===== src/rtl/multi_channel_sample_counter.sv =====
// Per-channel sample-block counter: counts strobes, pulses done on each completed
// block of last_idx+1 samples, and keeps a saturating completed-block count.
module multi_channel_sample_counter #(
  parameter int NUM_CH   = 1,
  parameter int CNT_BITS = 10,
  parameter int BLK_BITS = 8
) (
  input  logic                         clk,
  input  logic                         n_rst,
  input  logic [NUM_CH-1:0]            cnt_up,
  input  logic [NUM_CH-1:0]            clear,
  input  logic [NUM_CH-1:0]            ack,
  input  logic                         one_shot,
  input  logic [CNT_BITS-1:0]          last_idx,
  output logic [NUM_CH*CNT_BITS-1:0]   count,
  output logic [NUM_CH-1:0]            done,
  output logic [NUM_CH-1:0]            done_sticky,
  output logic [NUM_CH-1:0]            halted,
  output logic [NUM_CH*BLK_BITS-1:0]   blocks
);

  for (genvar c = 0; c < NUM_CH; c++) begin : g_ch
    logic [CNT_BITS-1:0] cnt_q;
    logic [BLK_BITS-1:0] blk_q;
    logic                done_q;
    logic                sticky_q;
    logic                halt_q;
    logic                accept;
    logic                terminal;

    assign accept   = cnt_up[c] && !halt_q;
    // >= rather than == so a mid-block drop of last_idx still ends the block
    assign terminal = accept && (cnt_q >= last_idx);

    always_ff @(posedge clk or negedge n_rst) begin
      if (!n_rst) begin
        cnt_q    <= '0;
        blk_q    <= '0;
        done_q   <= 1'b0;
        sticky_q <= 1'b0;
        halt_q   <= 1'b0;
      end else if (clear[c]) begin
        cnt_q    <= '0;
        blk_q    <= '0;
        done_q   <= 1'b0;
        sticky_q <= 1'b0;
        halt_q   <= 1'b0;
      end else begin
        done_q <= terminal;
        if (ack[c]) sticky_q <= 1'b0;
        if (terminal) begin
          cnt_q    <= '0;
          sticky_q <= 1'b1;
          halt_q   <= one_shot;
          if (blk_q != {BLK_BITS{1'b1}}) blk_q <= blk_q + 1'b1;
        end else if (accept) begin
          cnt_q <= cnt_q + 1'b1;
        end
      end
    end

    assign count[c*CNT_BITS +: CNT_BITS] = cnt_q;
    assign blocks[c*BLK_BITS +: BLK_BITS] = blk_q;
    assign done[c]        = done_q;
    assign done_sticky[c] = sticky_q;
    assign halted[c]      = halt_q;
  end

endmodule


===== config.mk =====
export PLATFORM = sky130hd
export DESIGN_NAME = multi_channel_sample_counter
export DESIGN_NICKNAME = d
export VERILOG_FILES = /design/src/rtl/multi_channel_sample_counter.sv
export SDC_FILE = /design/constraint.sdc
export NUM_CORES = 1
export LEC_CHECK = 0
export ABC_AREA = 1
export CAP_MARGIN = 10
export CORE_ASPECT_RATIO = 1.4
export CORE_UTILIZATION = 30
export CTS_CLUSTER_DIAMETER = 150
export DETAILED_ROUTE_END_ITERATION = 16
export SYNTH_ARGS = -nofsm -noshare
export SYNTH_HDL_FRONTEND = slang
export SYNTH_SLANG_ARGS = --single-unit

===== constraint.sdc =====
create_clock -name clk -period 2.1 [get_ports clk]
set_clock_uncertainty 0.05 [all_clocks]
set_input_delay 0.42 -clock clk [delete_from_list [all_inputs] [get_ports clk]]
set_output_delay 0.42 -clock clk [all_outputs]
set_load 0.005 [all_outputs]

Yosys cells after proc, flatten, opt, wreduce, memory -nomap -nowiden
Index checks and enable logic that the tools add are counted.
{"block": "totals", "reg_bits": 21}
{"block": "op_classes", "addsub": 2, "n_reduce_logical": 8, "eq_ne": 1, "n_lt_le_gt_ge": 1, "n_mux": 12}
{"cell": "$mux 10", "n": 3}
{"cell": "$mux 8", "n": 3}
{"cell": "$add 10x1->10 const B", "n": 1}
{"cell": "$ge 10x10->1", "n": 1}
{"cell": "$add 8x1->8 const B", "n": 1}
{"cell": "$ne 8x8->1 const B", "n": 1}
{"cell": "$mux 1", "n": 6}
{"cell": "$reduce_bool 3->1", "n": 2}
{"cell": "$reduce_bool 2->1", "n": 2}
{"cell": "$logic_and 1x1->1", "n": 2}
{"cell": "$reduce_and 2->1", "n": 1}
{"cell": "$logic_not 1->1", "n": 1}

Depth between registers and ports, before layout
Gate-level depths: netlist of run 1.
{"block": "logic_depth", "ltp_word": 5, "mapped_depth": 12, "ltp_nobuf": 12}

Least setup slack after synthesis of run 1
OpenSTA, ideal clock, no wires.
{"block": "synth_timing", "kind": "input to register", "startpoint": "in last_idx[9]", "endpoint": "reg g_ch[0].blk_q[0] (netlist: blocks[0])", "required_ps": 1933, "path_stages": 9, "arrival_ps": 1442, "path_slack_ps": 491, "path_buffers": 0, "path_cell_list": "inv_1 > ha_1 > a21o_1 > nor2_1 > nand3_2 > nand3_4 > nand2_4 > nand2_1 > nand2_1"}
{"block": "synth_between", "elab_chain_cells": 4}
{"item": "start, declared", "line": "14", "text": "input logic [CNT_BITS-1:0] last_idx,"}
{"item": "$ge 10x10->1", "line": "33", "text": "assign terminal = accept && (cnt_q >= last_idx);"}
{"item": "$logic_and 1x1->1", "line": "33"}
{"item": "$reduce_bool 2->1 (no source line)"}
{"item": "$reduce_and 2->1 (no source line)"}
{"item": "end signal, assigned", "line": "55", "text": "if (blk_q != {BLK_BITS{1'b1}}) blk_q <= blk_q + 1'b1;"}
{"item": "end, declared", "line": "24", "text": "logic [BLK_BITS-1:0] blk_q;"}
Every way passes these cells.
A chain may end at the register's enable or synchronous reset.

Worst setup path after layout of run 1
{"block": "layout_timing", "startpoint": "in last_idx[9]", "endpoint": "reg g_ch[0].blk_q[3] (netlist: blocks[3])"}
The elaborated chain is that of the path after synthesis.

==> results.txt, run 1 <==
Mean Syn Cell Area = 7.57 sq um
Final Util = 42.8%
drt first pass iters = 4
vias = 1303
startpoint types = input port
Avg WL per Cell = 10.0 microns
final net count = 265
HPWL after DPL = 2390 microns
outcome = completed
Peak Freq = 519 MHz
Synth Area in Compound Gates = 3.96%
# diodes = 0
Synthesized Nets = 220
Seq/Total Area, Yosys = 36.2%
Num CTS Buffers = 3
dpl ws = -0.106 ns
Slew Limit Headroom = 81.4%
Yosys top cell area share = 36.2%
Non-Filler Instances = 298
slowest stage cell on the critical path = clkdlybuf4s50_1
Syn-to-layout area delta = 35.9%
CORE AREA = 4610 sq um
CP most frequent cell = nand2_1
largest family of logic cells by synthesized area = simple AND/OR/NAND/NOR gates
Crit Path Max Fanout = 9
post-synth top area cell = dfrtp_1
critical path class = input port to flop
Leak = 0.959 nW
I/O Pins = 37
Simple-Gate Fraction of Synth Area = 36.0%
FILL cells = 471
Slew Viols, Final = 0
Max VDD drop = 316 uV
Post-CTS Setup Bufs = 0
Routed Antenna Nets = 0
global-route wire length before repair = 5140 microns
mux cell area share after synthesis = 0%
initial antenna violation count = 0
Starting Density = 31.5%
die area = 5130 sq um
clk_lat worst skew = 0.26 ns
area post-placement = 1930 sq um
Worst Hold Class = input port to asynchronous set/reset pin
Setup-failing EPs final = 0
most frequent cell after synthesis = nand2_1
gr ovfl total = 0
Area contributors post-synth = dfrtp_1 36%, nand2_1 13%, ha_1 10%, nor2_1 5.9%, inv_1 5.7%
post-route cell area = 1970 sq um
CTS tree = yes
Post-Syn Area = 1450 sq um
worst slew pin tran = 0.279 ns
clk sinks = 21
Clock Path Buffers = 2
layout cells sized above 1 = 12.3%
cells along the critical path = clkdlybuf4s50_1 -> inv_1 -> ha_1 -> a21o_1 -> nor2_1 -> nand3_2 -> nand3_4 -> nand2_4 -> nand2_1 -> nand2_1
FF+latch area = 526 sq um
top cells by count, synth = 52 x nand2_1, 23 x nor2_1, 22 x inv_1
final hold violation count = 0
maximum capacitance violations = 0
Seq cells post-synth = 21
die width = 60.8 microns
port bufs = 36
multi-input logic area = 810 sq um
Total Wirelength = 2980 microns
routability cong. = 0.815
1st-iter DRT viols = 49
pin count of the biggest net entering global routing = 22
Hold WS = 0.449 ns
Post-synth ARST share = 100%
Die Y = 84.3 microns
Power, Total = 825 uW
cell area power density = 418 nW/um^2
Synth Area in Adders = 10.3%
final setup TNS = 0 ns
final setup margin = 0.174 ns
unrepaired setup endpoints after global routing = false
period utilization = 91.7%
GR Util All Layers = 13.0%
CTS Hold Bufs = 0
drt via density = 4.37
row cnt = 29
drc violations = 0
number of gates resized after cts = 0
endpoint class of the critical path = flop
Worst Path Arrival = 2.02 ns
Ys Warns = 0
crit-path max cell delay = 0.45 ns
Clk pin slew, worst setup/hold paths = 0.08 ns
fin crit period = 1.93 ns
H-tree levels = 1
Main synth FF type = dfrtp_1
number of synthesized flops with an enable pin = 0
Netlist cell types = 27
Synth Instances = 192
number of global-route vias before repair = 1197
Critical Path RT = 2.20 ns
Worst R2R Start = count[5]$_DFFE_PN0P_
XOR/XNOR Fraction of Synth Area = 5.43%
Root Buffer = clkbuf_8
dpl cells = 294
critical path launch point = last_idx[9]
[final cells by class]
cell class | count | share of cell area [%]
multi-input combinational | 140 | 41.0
sequential | 21 | 26.6
timing repair buffer | 42 | 20.5
inverter | 29 | 5.58
tap | 62 | 3.93
clock buffer | 3 | 2.09
clock inverter | 1 | 0.253
[path summary, 6_finish.rpt]
path | slack, ns | depth (start not counted) | end
setup / recovery | 0.17 | 10 | blocks[3]$_DFFE_PN0P_
hold / removal | 0.45 | 2 | count[5]$_DFFE_PN0P_
setup reg to reg | 0.39 | 11 | blocks[3]$_DFFE_PN0P_
hold reg to reg | 0.45 | 2 | done_sticky$_DFFE_PN0P_
max in group asynchronous | 1.33 | 2 | count[6]$_DFFE_PN0P_
min in group clk | 0.45 | 2 | done_sticky$_DFFE_PN0P_
[logic make-up after synthesis]
logic type / count (synthesis)
flip-flops: 21
adder cells (fa/ha/maj): 12
XOR/XNOR: 9
AO/OA/AOI/OAI: 11
buffers and inverters: 31
AND/OR/NAND/NOR: 108
[power by group]
group | internal, mW | leakage [nW] | switching, mW
sequential | 0.414 | 0.290 | 0.0142
combinational | 0.0719 | 0.644 | 0.0645
clock | 0.132 | 0.0255 | 0.128
[per-layer routing]
metal	part of all wire, %	routed length, microns	global-route usage, %	up-vias
li1	-	-	-	686
met2	49	1460	22.0	28
met1	47	1390	16.8	587
met5	0	0	0	-
met4	0.60	18	4.34	0
met3	3.8	113	1.39	2
[cells in the final DEF (no fill, tap or decap), drive strengths merged, types with 4 or more instances in the layout]
cell type | netlist | layout
inv | 27 | 27
nand2 | 56 | 56
a21oi | 7 | 7
buf | 0 | 6
nor3 | 4 | 4
ha | 12 | 12
xor2 | 7 | 7
nor2 | 26 | 26
dfrtp | 21 | 21
nand3 | 19 | 19
clkdlybuf4s50 | 0 | 36
[flip-flops by register name, summed over array words and instances (netlist names)]
register / cells
halted: 1
done: 1
done_sticky: 1
count: 10
blocks: 8
[worst max-delay path: cells and delay by family]
family	cells	cell delay, ns
simple gates	6	0.64
buf+inv	2	0.49
fa+ha+maj	1	0.29
compound gates	1	0.18
No activity file was read; power rests on OpenSTA's default activity.
==> inputs of run 2 (changes only) <==
- CTS_CLUSTER_DIAMETER: 150 -> 60
- PLACE_DENSITY_LB_ADDON: not set -> 0.3
==> results.txt, run 2 (synthesis gave the netlist of run 1 again) <==
global-route wire length before repair = 5290 microns (+3.0%)
Max VDD drop = 292 uV (-7.6%)
initial antenna violation count = 0 (unchanged)
Post-CTS Setup Bufs = 0 (unchanged)
crit-path max cell delay = 0.45 ns (about the same)
drt via density = 4.39 (+0.49%)
Routed Antenna Nets = 0 (unchanged)
Syn-to-layout area delta = 35.7%
worst hold stages = 2
sw frac = 24.2% (-0.89 points)
cell area power density = 416 nW/um^2 (-0.49%)
final hold violation count = 0 (unchanged)
HPWL after DPL = 2460 microns (+3.1%)
most frequent cells in the layout = 52 x nand2_1, 36 x clkdlybuf4s50_1, 23 x nor2_1
Clock Path Buffers = 2 (unchanged)
critical path class = input port to flop
Combinational Power Share = 16.7% (+0.2 points)
Slew Limit Headroom = 80.7% (-0.67 points)
die width = 60.8 microns (unchanged)
maximum capacitance violations = 0 (unchanged)
final net count = 264 (-0.38%)
I/O Pins = 37 (unchanged)
Avg WL per Cell = 10.5 microns (+4.6%)
Int Power = 621 uW (+0.49%)
Root Buffer = clkbuf_8
gr ovfl total = 0 (unchanged)
clk sinks = 21 (unchanged)
cells along the critical path = clkdlybuf4s50_1 -> inv_1 -> ha_1 -> a21o_1 -> nor2_1 -> nand3_2 -> nand3_4 -> nand2_4 -> nand2_1 -> nand2_1
row cnt = 29 (unchanged)
most common cell after layout, fill and taps aside = nand2_1
unrepaired setup endpoints after global routing = false
Flop pwr share = 52.4% (+0.5 points)
port bufs = 36 (unchanged)
CORE AREA = 4610 sq um (unchanged)
number of gates resized after cts = 0 (unchanged)
drc violations = 0 (unchanged)
drt first pass iters = 4 (unchanged)
layout cells sized above 1 = 11.5% (-0.80 points)
Crit Path Max Fanout = 9 (unchanged)
Worst R2R Start = count[9]$_DFFE_PN0P_
H-tree levels = 1 (unchanged)
Slew Viols, Final = 0 (unchanged)
Final Util = 42.8% (-0.081 points)
dpl cells = 293 (-0.34%)
startpoint types = input port
# diodes = 0 (unchanged)
Starting Density = 31.5% (unchanged)
Critical Path RT = 2.20 ns (about the same)
Reg-to-Reg End = blocks[5]$_DFFE_PN0P_
clk_lat worst skew = 0.25 ns (about the same)
pin count of the biggest net entering global routing = 22 (unchanged)
GR Util All Layers = 13.1% (+0.12 points)
Clk pin slew, worst setup/hold paths = 0.07 ns (about the same)
Leak = 0.953 nW (-0.62%)
1st-iter DRT viols = 25 (-49%)
number of global-route vias before repair = 1252 (+4.6%)
reg2reg setup slack = 0.40 ns (about the same)
CP most frequent cell = nand2_1
FF-to-FF path depth = 8 (-3)
period utilization = 92.3% (+0.55 points)
fin crit period = 1.94 ns (+0.0116 ns)
Largest register FFs = 10 (unchanged)
CTS Hold Bufs = 0 (unchanged)
Hold Path Sink = done_sticky$_DFFE_PN0P_
Die Y = 84.3 microns (unchanged)
Total Wirelength = 3110 microns (+4.2%)
Non-Filler Instances = 297 (-0.34%)
Power, Total = 820 uW (-0.68%)
Worst Path Arrival = 2.03 ns (about the same)
Clock Power Share = 31.0% (-0.5 points)
slowest stage cell on the critical path = clkdlybuf4s50_1
switching power = 198 uW (-4.2%)
final setup TNS = 0 ns (unchanged)
CTS tree = yes
Setup-failing EPs final = 0 (unchanged)
Worst Hold Class = flop to flop
worst slew pin tran = 0.287 ns (+0.00878 ns)
Num CTS Buffers = 3 (unchanged)
routability cong. = 0.851 (+4.5%)
HP Start = done_sticky$_DFFE_PN0P_
Peak Freq = 516 MHz (-0.60%)
die area = 5130 sq um (unchanged)
vias = 1305 (+0.15%)
endpoint class of the critical path = flop
outcome = completed
run 2: changes by cell type in the layout (fill, tap and decap cells not counted):
cell      change
buf_4         -1
clkbuf_1      +1
clkinv_2      -1
nand2_2       -1
nand2_4       +1
run 2: critical path: cells and delay by family:
family,cells,cell delay [ns]
AO/OA/AOI/OAI,1,0.18
adder cells (fa/ha/maj),1,0.29
buffers and inverters,2,0.49
AND/OR/NAND/NOR,6,0.63
run 2: final cells by class:
| class | instances | area (sq um) |
|---|---|---|
| fillers | 492 | 2640 |
| repair buffers | 41 | 398 |
| inverters | 29 | 110 |
| multi-input cells | 140 | 815 |
| flip-flops and latches | 21 | 526 |
| clock buffers | 4 | 45.0 |
| well taps | 62 | 77.6 |
run 2: how the worst max path moves through the flow:
stage                startpoint  slack [ns]                    end  cells past startpoint
global route        last_idx[5]       0.007  blocks[4]$_DFFE_PN0P_                     13
global placement    last_idx[9]       -0.10   count[0]$_DFFE_PN0P_                      9
detailed placement  last_idx[9]       -0.14   count[0]$_DFFE_PN0P_                      9
CTS                 last_idx[9]        0.13   count[0]$_DFFE_PN0P_                      9
floorplan           last_idx[9]        0.49  blocks[0]$_DFFE_PN0P_                      9
finish              last_idx[9]        0.16  blocks[5]$_DFFE_PN0P_                     10
run 2: routing by layer:
metal	vias up	wire, microns	global-route usage, %
met5	-	0	0
met4	0	10	2.48
met3	2	113	1.39
met2	29	1630	24.4
met1	587	1360	15.7
li1	687	-	-
run 2: power by group through the flow:
stage	registers (mW)	clock network, mW	logic (mW)
final	0.429	0.254	0.137
after floorplan	0.435	0	0.0614
after detailed placement	0.437	0	0.139
after CTS	0.429	0.269	0.140
after global routing	0.431	0.284	0.156
after global placement	0.437	0	0.138
run 2: through the flow:
step	hold slack, ns	area, sq um	setup WS (ns)
floorplan	0.0744	1450	0.491
global placement	0.436	1920	-0.103
detailed placement	0.434	1920	-0.139
CTS	0.451	1970	0.130
global route	0.478	1970	0.00691
finish	0.453	1970	0.162
==> inputs of run 3 (changes only) <==
- GPL_ROUTABILITY_DRIVEN: not set -> 0
- HOLD_SLACK_MARGIN: not set -> 0.05
==> results of run 3 <==
Final layout, timing and power as in run 2 (identical DEF).
